$ cat src/rtl/clk_div_prog_if.sv
`default_nettype none
// ============================================================================
// Module      : clk_div_prog_if
// Description : Control and status bundle for the programmable clock divider.
//               The master drives enable/clear/load/divisor; the slave returns
//               the square wave, tick strobe and debug observability.
// Revision    : 1.0 - initial release
// ============================================================================
interface clk_div_prog_if #(
   parameter int WIDTH = 17
);
   logic             en;
   logic             clear;
   logic             load;
   logic [WIDTH-1:0] div_val;
   logic             clk_out;
   logic             tick;
   logic [WIDTH-1:0] count;
   logic [WIDTH-1:0] div_cur;

   modport master (
      output en, clear, load, div_val,
      input  clk_out, tick, count, div_cur
   );

   modport slave (
      input  en, clear, load, div_val,
      output clk_out, tick, count, div_cur
   );
endinterface
`default_nettype wire

$ cat src/rtl/clk_div_prog.sv
`default_nettype none
// ============================================================================
// Module      : clk_div_prog
// Description : Programmable clock-enable / divided-clock generator. A single
//               counter runs against a run-time divisor N, giving a one-cycle
//               tick every N enabled cycles and a square wave of period 2N.
//               New divisors are held pending and applied only at a period
//               boundary (terminal count or clear), so no runt pulses occur.
// Revision    : 1.0 - initial release
// ============================================================================
module clk_div_prog #(
   parameter int WIDTH     = 17,
   parameter int DIV_RESET = 2**16
) (
   input  wire logic      clk,
   input  wire logic      reset,   // asynchronous, active-low
   clk_div_prog_if.slave  bus
);

   localparam logic [WIDTH-1:0] DIV_INIT = WIDTH'(DIV_RESET);
   localparam logic [WIDTH-1:0] ONE      = WIDTH'(1);

   logic [WIDTH-1:0] cnt_q,  cnt_d;
   logic [WIDTH-1:0] div_q,  div_d;
   logic [WIDTH-1:0] pend_q, pend_d;
   logic             pvld_q, pvld_d;
   logic             sq_q,   sq_d;
   logic             tick_q, tick_d;

   logic             w_running;
   logic             w_term;
   logic [WIDTH-1:0] w_next_div;

   assign w_running  = bus.en && (div_q != '0);
   assign w_term     = w_running && (cnt_q == div_q - ONE);
   // Divisor to adopt at a boundary: a same-cycle load beats the pending one.
   assign w_next_div = bus.load ? bus.div_val : (pvld_q ? pend_q : div_q);

   // Next-state: clear beats terminal count beats plain counting.
   always_comb begin
      cnt_d  = cnt_q;
      div_d  = div_q;
      pend_d = pend_q;
      pvld_d = pvld_q;
      sq_d   = sq_q;
      tick_d = 1'b0;
      if (bus.clear) begin
         cnt_d  = '0;
         sq_d   = 1'b0;
         div_d  = w_next_div;
         pend_d = bus.load ? bus.div_val : pend_q;
         pvld_d = 1'b0;
      end else if (w_term) begin
         cnt_d  = '0;
         sq_d   = ~sq_q;
         tick_d = 1'b1;
         div_d  = w_next_div;
         pend_d = bus.load ? bus.div_val : pend_q;
         pvld_d = 1'b0;
      end else begin
         if (w_running) begin
            cnt_d = cnt_q + ONE;
         end
         if (bus.load) begin
            // A stopped divider has no boundary coming, so restart at once.
            if ((div_q == '0) && (bus.div_val != '0)) begin
               div_d  = bus.div_val;
               cnt_d  = '0;
               pend_d = bus.div_val;
               pvld_d = 1'b0;
            end else begin
               pend_d = bus.div_val;
               pvld_d = 1'b1;
            end
         end
      end
   end

   // State registers with asynchronous active-low reset.
   always_ff @(posedge clk or negedge reset) begin
      if (!reset) begin
         cnt_q  <= '0;
         div_q  <= DIV_INIT;
         pend_q <= DIV_INIT;
         pvld_q <= 1'b0;
         sq_q   <= 1'b0;
         tick_q <= 1'b0;
      end else begin
         cnt_q  <= cnt_d;
         div_q  <= div_d;
         pend_q <= pend_d;
         pvld_q <= pvld_d;
         sq_q   <= sq_d;
         tick_q <= tick_d;
      end
   end

   assign bus.clk_out = sq_q;
   assign bus.tick    = tick_q;
   assign bus.count   = cnt_q;
   assign bus.div_cur = div_q;

endmodule
`default_nettype wire

$ cat src/flat_wrapper.sv
// flat-port wrapper written by rule: the top's interface ports become plain ports
module clk_div_prog_flat 
#(
   parameter int WIDTH     = 17,
   parameter int DIV_RESET = 2**16
)
  (clk, reset, bus_en, bus_clear, bus_load, bus_div_val, bus_clk_out, bus_tick, bus_count, bus_div_cur);
  clk_div_prog_if #(.WIDTH(WIDTH)) bus_i ();
  input  wire logic clk;
  input  wire logic reset;
  input wire logic [$bits(bus_i.en)-1:0] bus_en;
  input wire logic [$bits(bus_i.clear)-1:0] bus_clear;
  input wire logic [$bits(bus_i.load)-1:0] bus_load;
  input wire logic [$bits(bus_i.div_val)-1:0] bus_div_val;
  output wire logic [$bits(bus_i.clk_out)-1:0] bus_clk_out;
  output wire logic [$bits(bus_i.tick)-1:0] bus_tick;
  output wire logic [$bits(bus_i.count)-1:0] bus_count;
  output wire logic [$bits(bus_i.div_cur)-1:0] bus_div_cur;
  assign bus_i.en = bus_en;
  assign bus_i.clear = bus_clear;
  assign bus_i.load = bus_load;
  assign bus_i.div_val = bus_div_val;
  assign bus_clk_out = bus_i.clk_out;
  assign bus_tick = bus_i.tick;
  assign bus_count = bus_i.count;
  assign bus_div_cur = bus_i.div_cur;
  clk_div_prog #(.WIDTH(WIDTH), .DIV_RESET(DIV_RESET)) u_core (.clk(clk), .reset(reset), .bus(bus_i));
endmodule
$ cat config.mk
export PLATFORM = sky130hd
export DESIGN_NAME = clk_div_prog_flat
export DESIGN_NICKNAME = d
export VERILOG_FILES = /design/src/rtl/clk_div_prog_if.sv /design/src/rtl/clk_div_prog.sv /design/src/flat_wrapper.sv
export SDC_FILE = /design/constraint.sdc
export NUM_CORES = 1
export LEC_CHECK = 0
export CAP_MARGIN = 20
export CORE_UTILIZATION = 40
export CTS_CLUSTER_SIZE = 25
export DETAILED_ROUTE_END_ITERATION = 7
export PLACE_DENSITY = 0.66
export SETUP_SLACK_MARGIN = 0.1
export SLEW_MARGIN = 40
export SYNTH_ARGS = -nofsm -noshare
export SYNTH_HDL_FRONTEND = slang
export SYNTH_SLANG_ARGS = --single-unit
$ cat constraint.sdc
create_clock -name clk -period 3 [get_ports clk]
set_input_delay 0.45 -clock clk [delete_from_list [all_inputs] [get_ports clk]]
set_output_delay 0.45 -clock clk [all_outputs]
set_load 0.05 [all_outputs]
# Word-level counts from Yosys, hierarchy flattened
# Cells that the tools add are included.
dict set report word_totals {
  output_inout_bits 36
  in_bits 22
  word_cells 39
  regBits 54
}
dict set report classes {
  n_mux 19
  reduce_logical 10
  addsub 2
  n_eq_ne 1
  n_bitwise 1
}
# operator n
set ops {}
lappend ops {{$mux W17} 11}
lappend ops {{$reduce_bool A17 Y1} 2}
lappend ops {{$add A17 B1 Y17 const B} 1}
lappend ops {{$eq A17 B17 Y1} 1}
lappend ops {{$logic_not A17 Y1} 1}
lappend ops {{$sub A17 B1 Y17 const B} 1}
lappend ops {{$mux W1} 8}
lappend ops {{$reduce_bool A3 Y1} 2}
lappend ops {{$logic_and A1 B1 Y1} 3}
lappend ops {{$reduce_and A2 Y1} 1}
lappend ops {{$reduce_bool A2 Y1} 1}
lappend ops {{$not A1 Y1} 1}

# Depth between registers and ports, before layout
dict set report logic_depth {
  depth_word 7
  ltp_mapped 13
  ltp_nobuf 11
}

# Worst setup path before layout
# No wires, ideal clock.
dict set report synth_path {
  path_kind {flip-flop to flip-flop}
  start {reg u_core.div_q[0], in the netlist u_core.bus.div_cur[0]}
  end {reg u_core.div_q[0], in the netlist u_core.bus.div_cur[0]}
  period_less_slack_ns 3.318
  path_stages_with_launch 14
  t_arrival_ns 3.187
  path_slack_ns -0.318
  n_path_buf 2
  setup_time_ns 0.131
  required_ns 2.869
  cell_sequence {dfrtp_1 inv_1 ha_1 buf_2 nor4b_2 and4_1 a2111oi_0 and4b_1 o2111ai_2 o31ai_4 nand2_1 o21ai_2 buf_6 o221ai_2}
}
dict set report synth_via {
  elab_chain_cells 5
  word_cells_on_any_way 14
  cone_classes {add/sub (1); eq/ne (1); mux (4); reduce/logical (8)}
}
# item line
set synth_lines {}
lappend synth_lines {{start: declaration} clk_div_prog.sv:24} ;# logic [WIDTH-1:0] div_q, div_d;
lappend synth_lines {{start signal: assignment} clk_div_prog.sv:90} ;# div_q <= div_d;
lappend synth_lines {{$sub A17 B1 Y17 / $reduce_bool A17 Y1 (equally long branches)} {clk_div_prog.sv:35, clk_div_prog.sv:34}}
lappend synth_lines {{$eq A17 B17 Y1 / $logic_and A1 B1 Y1 (equally long branches)} {clk_div_prog.sv:35, clk_div_prog.sv:34}}
lappend synth_lines {{$logic_and A1 B1 Y1} clk_div_prog.sv:35} ;# assign w_term = w_running && (cnt_q == div_q - ONE);
lappend synth_lines {{$reduce_bool A3 Y1 (no source line) / $mux W17 (equally long branches)} n/a}
lappend synth_lines {{$reduce_and A2 Y1 (no source line) / $mux W17 (equally long branches)} n/a}
# Parallel ways exist; a longest one is shown, timed or not.
# A chain may end at the register's enable or synchronous reset.

# Worst setup path in the final report
dict set report layout_path {
  start {reg u_core.div_q[6], in the netlist u_core.bus.div_cur[6]}
  end {reg u_core.div_q[16], in the netlist u_core.bus.div_cur[16]}
}
# Same word-level chain as after synthesis.

==> qor.txt <==
Outcome - finished clean
Root buf cell - clkbuf_8
Leading post-synthesis cells by cell area - dfrtp_1 40%, nand2_1 5.9%, xnor2_1 5.2%, o221ai_2 4.7%, nor2_1 4.5%
Fin crit share - 93.64%
Synth async-reset ratio - 100.0%
NetSw - 700.8 uW
Total GRT Usage - 20.51%
Port bufs - 57
Minimum clock period - 2.809 ns
TritonCTS Buffers - 5
Vias in the first global route - 2708
Wire length per cell - 15.14 um
Final RePlAce weighted congestion - 0.8895
Residual DRC - 0
Delay-heaviest family, CP - simple AND/OR/NAND/NOR gates
CP max FO - 22
Final Max Slew Viols - 0
Die area - 8421 sq um
CTS tree - yes
Antenna violations before repair - 0
Sequential area share after synthesis - 42.00%
Critical Path RT - 3.24 ns
Critical Path Stages - 10
DIE WIDTH - 91.77 um
Combinational power share - 32.4%
Largest net degree at the start of global routing - 40
Peak Freq - 0.3560 GHz
Slew @ Worst Pin - 0.6410 ns
Critical path cell sequence - or4_4 > o311ai_1 > o311ai_0 > and4b_1 > o2111ai_2 > o31ai_4 > nor2_4 > buf_8 > nor2_1 > a221o_1
Initial Util - 41.49%
Leak Pwr - 1.723 nW
FILL cells - 718
Setup-failing EPs final - 0
Layout Skew - 0.009034 ns
DRT antenna net count - 0
IO Pins - 58
Mapped cell area - 3223 sq um
CP startpoint - u_core.bus.div_cur[6]$_DFFE_PN0P_
First-pass GRT wire length - 13540 um
Drt first-iter violations - 146
Die Y - 91.77 um
CP Class - flop to flop
CTS sink count - 54
Total grt overflow - 0
Fin Hold WS - 0.08002 ns
Slowest-stage cell, CP - or4_4
Via Count - 2772
Reg2Reg Depth - 10
Top cell type's share of synthesized area - 40.37%
Final hold violation count - 0
Switching Share - 34.94%
Clock tree buffer depth - 2
Reg area - 1359 sq um
R2r endpoint - u_core.bus.div_cur[16]$_DFFE_PN1P_
Max-cap viol count - 0
Reg2reg start - u_core.bus.div_cur[6]$_DFFE_PN0P_
Type of the tightest min-delay check - input port to asynchronous set/reset pin
Syn Area/Cell - 9.131 sq um
Max stage delay on crit path - 0.55 ns
Internal cell power - 1.305 mW
# rows - 32
Worst Setup EP - u_core.bus.div_cur[16]$_DFFE_PN1P_
Clock latency on the worst-skew pair - 0.31 ns
Sequential Power Share - 43.2%
H-tree Lvls - 2
Reg clk slew, reported paths - 0.10 ns
Area leader, netlist - dfrtp_1
Nets - 449
DRT Pass-1 Iters - 4
Most frequent cells in the layout - 56 x clkdlybuf4s50_1, 49 x nand2_1, 48 x dfrtp_1, 38 x nor2_1, 30 x inv_1
Distinct cells, synth - 60
RSZ-0062 raised after global routing - yes
Vias/cell - 5.250
Ant diodes - 0
Buf/Inv on CP - 1
Core Box Area - 7767 sq um
Drt total wl - 7993 um
Multi-input logic area - 1715 sq um
R2r setup slk - 0.19 ns
Total chip power - 2.006 mW
Total negative slack - 0 ns
Top FF cell, synth - dfrtp_1
Relative slew margins - 56.87%
Ys Warns - 0
Clock share of power - 24.4%
Post-synth EDFFs - 0
Layout area overhead - 29.85%
Max rail drop VDD - 0.0002333 V
Power Density - 479.2 nW/um^2
Commonest non-fill, non-tap cell in the layout - clkdlybuf4s50_1
Share of layout cells above drive strength 1 - 17.14%
CP startpoint kind - flop
Syn_nets - 377
Synthesized netlist cell count - 353
Seq cells post-synth - 54
Worst EP arrival - 3.05 ns
Crit end category - flop
Hpwl dp - 6058 um
## kinds of logic after synthesis
family / after synthesis / share of synthesized area [%]
compound gates: 57 / 15.49
xor+xnor: 32 / 8.696
fa+ha+maj: 2 / 0.7763
buf+inv: 49 / 6.793
flops: 54 / 42.00
mux: 8 / 2.562
simple gates: 151 / 23.68
## cell type report
type	instances	area share, %
well taps	102	3.049
clock inverters	1	0.7175
repair buffers	80	18.00
inverters	33	2.960
clock buffers	7	1.824
flip-flops and latches	54	32.47
multi-input cells	251	40.99
## power groups by stage
stage               Clock [mW]  Sequential, mW  Combinational (mW)
finish                   0.490           0.866               0.650
global route             0.527           0.875               0.705
CTS                      0.500           0.864               0.640
detailed placement           0           0.880               0.621
global placement             0           0.877               0.615
floorplan                    0           0.985               0.301
## Yosys cell counts, types with 2 or more instances
library cell / count
nor2_4: 2
nand2b_1: 3
xnor2_1: 19
nor2_1: 39
o221ai_2: 10
nand4_1: 6
o221ai_1: 2
dfrtp_1: 52
o211ai_1: 4
a21oi_1: 5
o32a_1: 4
and3_1: 6
ha_1: 2
a31oi_1: 2
clkbuf_1: 3
mux2_2: 2
mux2i_1: 6
or2_2: 2
nor3_1: 2
nor4_1: 8
buf_1: 3
nand2_1: 51
nand3_1: 13
xor2_1: 13
nor2b_1: 5
o21ai_0: 16
buf_4: 4
or3_1: 2
inv_1: 32
buf_6: 2
buf_2: 3
dfstp_2: 2
## registers in the layout (all words and copies together) (netlist names)
name	count
u_core.bus.div_cur	17
u_core.bus.clk_out	1
u_core.pvld_q	1
u_core.bus.tick	1
u_core.bus.count	17
u_core.pend_q	17
## layer usage
| layer | GRT usage [%] | part of all wire [%] |
|---|---|---|
| met3 | 3.234 | 3.7 |
| met5 | 0 | 0 |
| met2 | 34.52 | 48 |
| met4 | 6.250 | 1.5 |
| met1 | 27.18 | 47 |
## timing repair
item / CTS / global route
setup endpoints to repair: 19 / 35
hold buffers: 0 / 0
cloned: 1 / 0
gates resized for setup: 5 / 9
setup buffers: 2 / 2
pin swaps: 1 / 5
## through the flow
step	util, %	area, sq um	worst slack, ns	std cells
after global routing	53.88	4185	0.07084	528
after floorplan	-	3256	0.1081	353
after global placement	51.37	3990	0.04114	515
final	53.88	4185	0.1908	528
after CTS	53.29	4139	0.1171	526
after detailed placement	51.37	3990	-0.1458	515
## how the worst min path moves through the flow
stage / cells after the start / startpoint / end
3_3_place_gp: 1 / reset / u_core.bus.count[3]$_DFF_PN0_
6_report: 1 / reset / u_core.pend_q[15]$_DFFE_PN0P_
4_1_cts: 1 / reset / u_core.pend_q[15]$_DFFE_PN0P_
2_1_floorplan: 0 / reset / u_core.bus.clk_out$_DFFE_PN0P_
3_5_place_dp: 1 / reset / u_core.bus.count[3]$_DFF_PN0_
5_1_grt: 1 / reset / u_core.pvld_q$_DFFE_PN0P_
## worst reg2reg max path, cell delays in order (launching register included)
cell and delay (ns):
dfrtp_2 0.46, or4_4 0.55, o311ai_1 0.32, o311ai_0 0.18, and4b_1 0.23, o2111ai_2 0.11, o31ai_4 0.11, nor2_4 0.19
buf_8 0.23, nor2_1 0.07, a221o_1 0.30
(Power assumes the default switching activity.)
